**config.mk**
```make
export PLATFORM = sky130hd
export DESIGN_NAME = sd_cmd_responder
export DESIGN_NICKNAME = d
export VERILOG_FILES = /design/src/rtl/sd_cmd_pkg.sv /design/src/rtl/sd_cmd_responder.sv
export SDC_FILE = /design/constraint.sdc
export NUM_CORES = 1
export LEC_CHECK = 0
export CORE_ASPECT_RATIO = 1.1
export CORE_MARGIN = 8
export CORE_UTILIZATION = 51
export DETAILED_ROUTE_END_ITERATION = 12
export PLACE_DENSITY = 0.85
export SKIP_CTS_REPAIR_TIMING = 1
export SLEW_MARGIN = 20
export SYNTH_ARGS = -nofsm -noshare
export SYNTH_HDL_FRONTEND = slang
export SYNTH_SLANG_ARGS = --single-unit
```
**constraint.sdc**
```tcl
create_clock -name clock -period 4.1 [get_ports clock]
set_input_delay 1.025 -clock clock [delete_from_list [all_inputs] [get_ports clock]]
set_output_delay 1.025 -clock clock [all_outputs]
set_load 0.02 [all_outputs]
```
**src/rtl/sd_cmd_pkg.sv**
```systemverilog
// Shared constants and types for the card-side SD command responder.
package sd_cmd_pkg;

    localparam int FRAME_W = 40;
    localparam int ARG_W   = 32;
    localparam int IDX_W   = 6;

    localparam int START_HI = 39;
    localparam int START_LO = 38;
    localparam int IDX_HI   = 37;
    localparam int IDX_LO   = 32;
    localparam int ARG_HI   = 31;
    localparam int ARG_LO   = 0;

    localparam logic [1:0] START_HOST = 2'b01;
    localparam logic [1:0] START_CARD = 2'b00;

    localparam logic [IDX_W-1:0] CMD_GO_IDLE = 6'd0;

    typedef enum logic [1:0] {
        ST_IDLE     = 2'd0,
        ST_DISPATCH = 2'd1,
        ST_WAIT_NCR = 2'd2,
        ST_SEND     = 2'd3
    } state_t;

    function automatic logic [FRAME_W-1:0] make_resp(
        input logic [IDX_W-1:0] idx,
        input logic [ARG_W-1:0] arg
    );
        return {START_CARD, idx, arg};
    endfunction

endpackage

```
**src/rtl/sd_cmd_responder.sv**
```systemverilog
// Card-side SD command endpoint: accepts host frames, dispatches them to
// the application and returns a response frame after the Ncr delay.
module sd_cmd_responder
    import sd_cmd_pkg::*;
#(
    parameter int RESP_DELAY   = 2,
    parameter int RESP_TIMEOUT = 1024
) (
    input  logic               clock,
    input  logic               reset,
    input  logic               strobe_in,
    input  logic [FRAME_W-1:0] cmd_in,
    input  logic               ack_in,
    input  logic               resp_valid,
    input  logic [ARG_W-1:0]   resp_argument,
    output logic               ack_out,
    output logic               strobe_out,
    output logic [FRAME_W-1:0] resp_out,
    output logic               cmd_valid,
    output logic [IDX_W-1:0]   cmd_index,
    output logic [ARG_W-1:0]   cmd_argument,
    output logic               busy,
    output logic               idle_out,
    output logic               frame_error,
    output logic               resp_timeout
);

    localparam logic [3:0]  DELAY_LD    = 4'(RESP_DELAY);
    localparam logic [31:0] TIMEOUT_LIM = 32'(RESP_TIMEOUT);

    state_t state_q, state_n;

    logic [31:0]        wait_q, wait_n;
    logic [3:0]         dly_q, dly_n;
    logic [IDX_W-1:0]   idx_q, idx_n;
    logic [ARG_W-1:0]   arg_q, arg_n;
    logic [FRAME_W-1:0] resp_q, resp_n;

    logic ack_q, ack_n;
    logic cmdv_q, cmdv_n;
    logic strb_q, strb_n;
    logic ferr_q, ferr_n;
    logic tout_q, tout_n;
    logic busy_q, idle_q;

    always_comb begin
        state_n = state_q;
        wait_n  = wait_q;
        dly_n   = dly_q;
        idx_n   = idx_q;
        arg_n   = arg_q;
        resp_n  = resp_q;
        ack_n   = 1'b0;
        cmdv_n  = 1'b0;
        strb_n  = 1'b0;
        ferr_n  = 1'b0;
        tout_n  = 1'b0;

        unique case (state_q)
            ST_IDLE: begin
                if (strobe_in) begin
                    if (cmd_in[START_HI:START_LO] == START_HOST) begin
                        idx_n   = cmd_in[IDX_HI:IDX_LO];
                        arg_n   = cmd_in[ARG_HI:ARG_LO];
                        wait_n  = 32'd0;
                        ack_n   = 1'b1;
                        cmdv_n  = 1'b1;
                        state_n = ST_DISPATCH;
                    end else begin
                        ferr_n = 1'b1;
                    end
                end
            end
            ST_DISPATCH: begin
                // GO_IDLE gets a one-cycle cmd_valid and no response frame
                if (idx_q == CMD_GO_IDLE) begin
                    state_n = ST_IDLE;
                end else if (resp_valid) begin
                    resp_n = make_resp(idx_q, resp_argument);
                    dly_n  = DELAY_LD;
                    if (DELAY_LD == 4'd0) begin
                        strb_n  = 1'b1;
                        state_n = ST_SEND;
                    end else begin
                        state_n = ST_WAIT_NCR;
                    end
                end else if (wait_q + 32'd1 == TIMEOUT_LIM) begin
                    wait_n  = wait_q + 32'd1;
                    tout_n  = 1'b1;
                    state_n = ST_IDLE;
                end else begin
                    wait_n = wait_q + 32'd1;
                    cmdv_n = 1'b1;
                end
            end
            ST_WAIT_NCR: begin
                dly_n = dly_q - 4'd1;
                if (dly_q == 4'd1) begin
                    strb_n  = 1'b1;
                    state_n = ST_SEND;
                end
            end
            ST_SEND: begin
                if (ack_in) begin
                    state_n = ST_IDLE;
                end else begin
                    strb_n = 1'b1;
                end
            end
            default: state_n = ST_IDLE;
        endcase
    end

    always_ff @(posedge clock) begin
        if (!reset) begin
            state_q <= ST_IDLE;
            wait_q  <= '0;
            dly_q   <= '0;
            idx_q   <= '0;
            arg_q   <= '0;
            resp_q  <= '0;
            ack_q   <= 1'b0;
            cmdv_q  <= 1'b0;
            strb_q  <= 1'b0;
            ferr_q  <= 1'b0;
            tout_q  <= 1'b0;
            busy_q  <= 1'b0;
            idle_q  <= 1'b1;
        end else begin
            state_q <= state_n;
            wait_q  <= wait_n;
            dly_q   <= dly_n;
            idx_q   <= idx_n;
            arg_q   <= arg_n;
            resp_q  <= resp_n;
            ack_q   <= ack_n;
            cmdv_q  <= cmdv_n;
            strb_q  <= strb_n;
            ferr_q  <= ferr_n;
            tout_q  <= tout_n;
            busy_q  <= (state_n != ST_IDLE);
            idle_q  <= (state_n == ST_IDLE);
        end
    end

    assign ack_out      = ack_q;
    assign strobe_out   = strb_q;
    assign resp_out     = resp_q;
    assign cmd_valid    = cmdv_q;
    assign cmd_index    = idx_q;
    assign cmd_argument = arg_q;
    assign busy         = busy_q;
    assign idle_out     = idle_q;
    assign frame_error  = ferr_q;
    assign resp_timeout = tout_q;

endmodule
```
==> impl_metrics.json <==
{
  "unique_cell_type_count_in_the_yosys_netlist": 56,
  "yosysTopAreaCell": "dfxtp_1",
  "power_per_cell_area_nw_per_um2": 378,
  "finalWeightedCongestion": 0.915,
  "mean_post_synth_cell_area_um2": 7.63,
  "largest_net_degree_at_the_start_of_global_routing": 45,
  "post-synth-top-count-cell": "nand2_1",
  "vias_in_the_first_global_route": 5636,
  "worst_skew_pair.late_latency_ps": 410,
  "total_i_o_pin_count": 162,
  "worst_slack_ps": 942,
  "wl_per_cell_um": 17.4,
  "hp-class": "flip-flop to flip-flop",
  "drt-vias-per-instance": 5.76,
  "clk_transition_reported_paths_ps": 60,
  "async_flop_share": 0,
  "fin_nets": 934,
  "unrepaired_setup_endpoints_after_global_routing": "no",
  "inserted_clock_buffers": 17,
  "worst-slew-pin-transition_ps": 730,
  "timing.critical_path.fanout_max": 13,
  "area_delta_synth_final_pct": 40.5,
  "outcome": "finished clean",
  "layout_worst_path_cycle_share": 0.770,
  "pre_cts_slack_ps": 1030,
  "vdd_ir_drop_max_mv": 0.342,
  "synthesis.instances": 721,
  "clk_root_buf": "clkbuf_16",
  "gr-usage-all-layers": 0.244,
  "maxClockFrequency_mhz": 317,
  "layout-drive-gt1-share": 0.0647,
  "drt_first_pass_iters": 5,
  "cts_tree": "done",
  "synth_sequential_area_ratio": 0.440,
  "multi_input_comb_area_um2": 2820,
  "detailroute.via_count": 5816,
  "cts.sink_count": 121,
  "ys_top_cells_by_area": "dfxtp_1 44%, nand2_1 12%, a21oi_1 10%",
  "tmin_final_ps": 3160,
  "max-cap-violations": 0,
  "drt-initial-drc-count": 443,
  "ctsLongestPathBuffers": 2,
  "synth.cell_area_um2": 5500,
  "postRouteWirelength_um": 17500,
  "arrival_ps": 3410,
  "start_kind": "flip-flop",
  "drt.antenna.violating_nets": 0,
  "global_route.overflow_total": 0,
  "synth.top_cell.area_share": 0.440,
  "number_of_enable_flip_flop_cells_after_synthesis": 0,
  "skew_ps": 7.57,
  "place.port_buffers": 159,
  "fp.dieH_um": 125,
  "synth_top_cells_by_count": "177 x nand2_1, 121 x dfxtp_1, 110 x a21oi_1",
  "dominant_register_cell_in_the_synthesized_netlist": "dfxtp_1",
  "drc": 0,
  "cp-end-kind": "flip-flop",
  "worstPathRequired_ps": 4350,
  "critPathKind": "flip-flop to flip-flop",
  "detail_placement_hpwl_um": 12300,
  "fillerInstances": 802,
  "insertedDiodeCount": 0,
  "die-area_um2": 14400,
  "maxSlewHeadroom": 0.512,
  "yosys_warnings": 0,
  "timing.setup.tns_ps": 0,
  "global_route_wire_length_before_repair_um": 28100,
  "start_util": 0.527,
  "footprint_of_the_flip_flops_and_latches_um2": 2420,
  "core-area_um2": 10400,
  "antenna_found_initial": 0,
  "flip_flop_and_latch_count_after_synthesis": 121,
  "finalHoldViolations": 0,
  "power_leakage_nw": 2.61,
  "htree_num_levels": 4,
  "number_of_cell_rows": 39,
  "timing.final.setup_violations": 0,
  "die_w_um": 115,
  "report.final.slew_viol_count": 0
}
## final cells by class
class                      instances  area share
clock inverter                    11      0.0189
clock buffer                      20      0.0590
multi-input combinational        534       0.364
timing repair buffer             170       0.216
tap                              143      0.0231
inverter                          10     0.00485
sequential                       121       0.313
## report_power, final
group          total [mW]  leakage, nW  internal (mW)  switching, mW
Sequential           1.20        0.978           1.19         0.0102
Combinational       0.206         1.34          0.108         0.0975
Clock                1.51        0.292          0.984          0.530
## cells by family after synthesis
| logic type | synth area share |
|---|---|
| AOI/OAI and AO/OA | 0.194 |
| and+or+nand+nor | 0.292 |
| DFF | 0.440 |
| adders and majority gates | 0.00682 |
| other | 0.000681 |
| buffers and inverters | 0.0493 |
| xor gates and xnor gates | 0.0175 |
## worst max-delay path, stage by stage, from the launching register on
cell      delay [ps]
dfxtp_1          470
nand3_1          430
or4_1            830
nor4_1           460
o22a_1           210
nand4b_1         110
o21ai_1          310
o21ai_0          170
## routing by layer
metal | track usage | up-vias | wire, um
li1 | - | 2768 | -
met1 | 0.259 | 2721 | 6590
met2 | 0.410 | 283 | 8650
met3 | 0.0876 | 44 | 1690
met4 | 0.132 | 0 | 626
met5 | 0 | - | 0
## placed cells by master (no fill, tap or decap), drive strengths merged, types with 4 or more instances in the layout
| cell | instances |
|---|---|
| nand2 | 177 |
| clkdlybuf4s50 | 159 |
| dfxtp | 121 |
| a21oi | 110 |
| nor2 | 42 |
| o21ai | 26 |
| nand3 | 20 |
| nor3 | 20 |
| clkbuf | 20 |
| nand4 | 15 |
| nor4 | 15 |
| xnor2 | 11 |
| buf | 11 |
| inv | 11 |
| a31oi | 8 |
| and3 | 8 |
| and4 | 6 |
| and2 | 6 |
| or3 | 5 |
| a211oi | 5 |
| a311oi | 5 |
| o21a | 5 |
| clkinv | 5 |
| nand4b | 4 |
## sequential cells by signal, indices dropped and copies added (netlist names), 2 cells and up
signal        count
cmd_argument     32
cmd_index         6
dly_q             4
resp_out         38
state_q           2
wait_q           32
## stage by stage
step           std cells  hold WS (ps)  total power [mW]  instance area (um^2)  utilization
2_1_floorplan        722           463              1.31                  5510            -
3_3_place_gp         978           441              1.43                  7130        0.683
3_5_place_dp         978           446              1.43                  7130        0.683
4_1_cts             1009           453              2.94                  7730        0.741
5_1_grt             1009           468              3.01                  7730        0.741
6_report            1009           451              2.92                  7730        0.741
## path summary, 6_finish.rpt
check | startpoint | to | slack (ps) | cells after the start
setup / recovery | wait_q[4] | cmd_valid | 940 | 7
hold / removal | cmd_argument[20] | cmd_argument[20] | 450 | 2
setup reg to reg | wait_q[4] | cmd_valid | 940 | 7
hold reg to reg | cmd_argument[20] | cmd_argument[20] | 450 | 2
(Power assumes the default switching activity.)
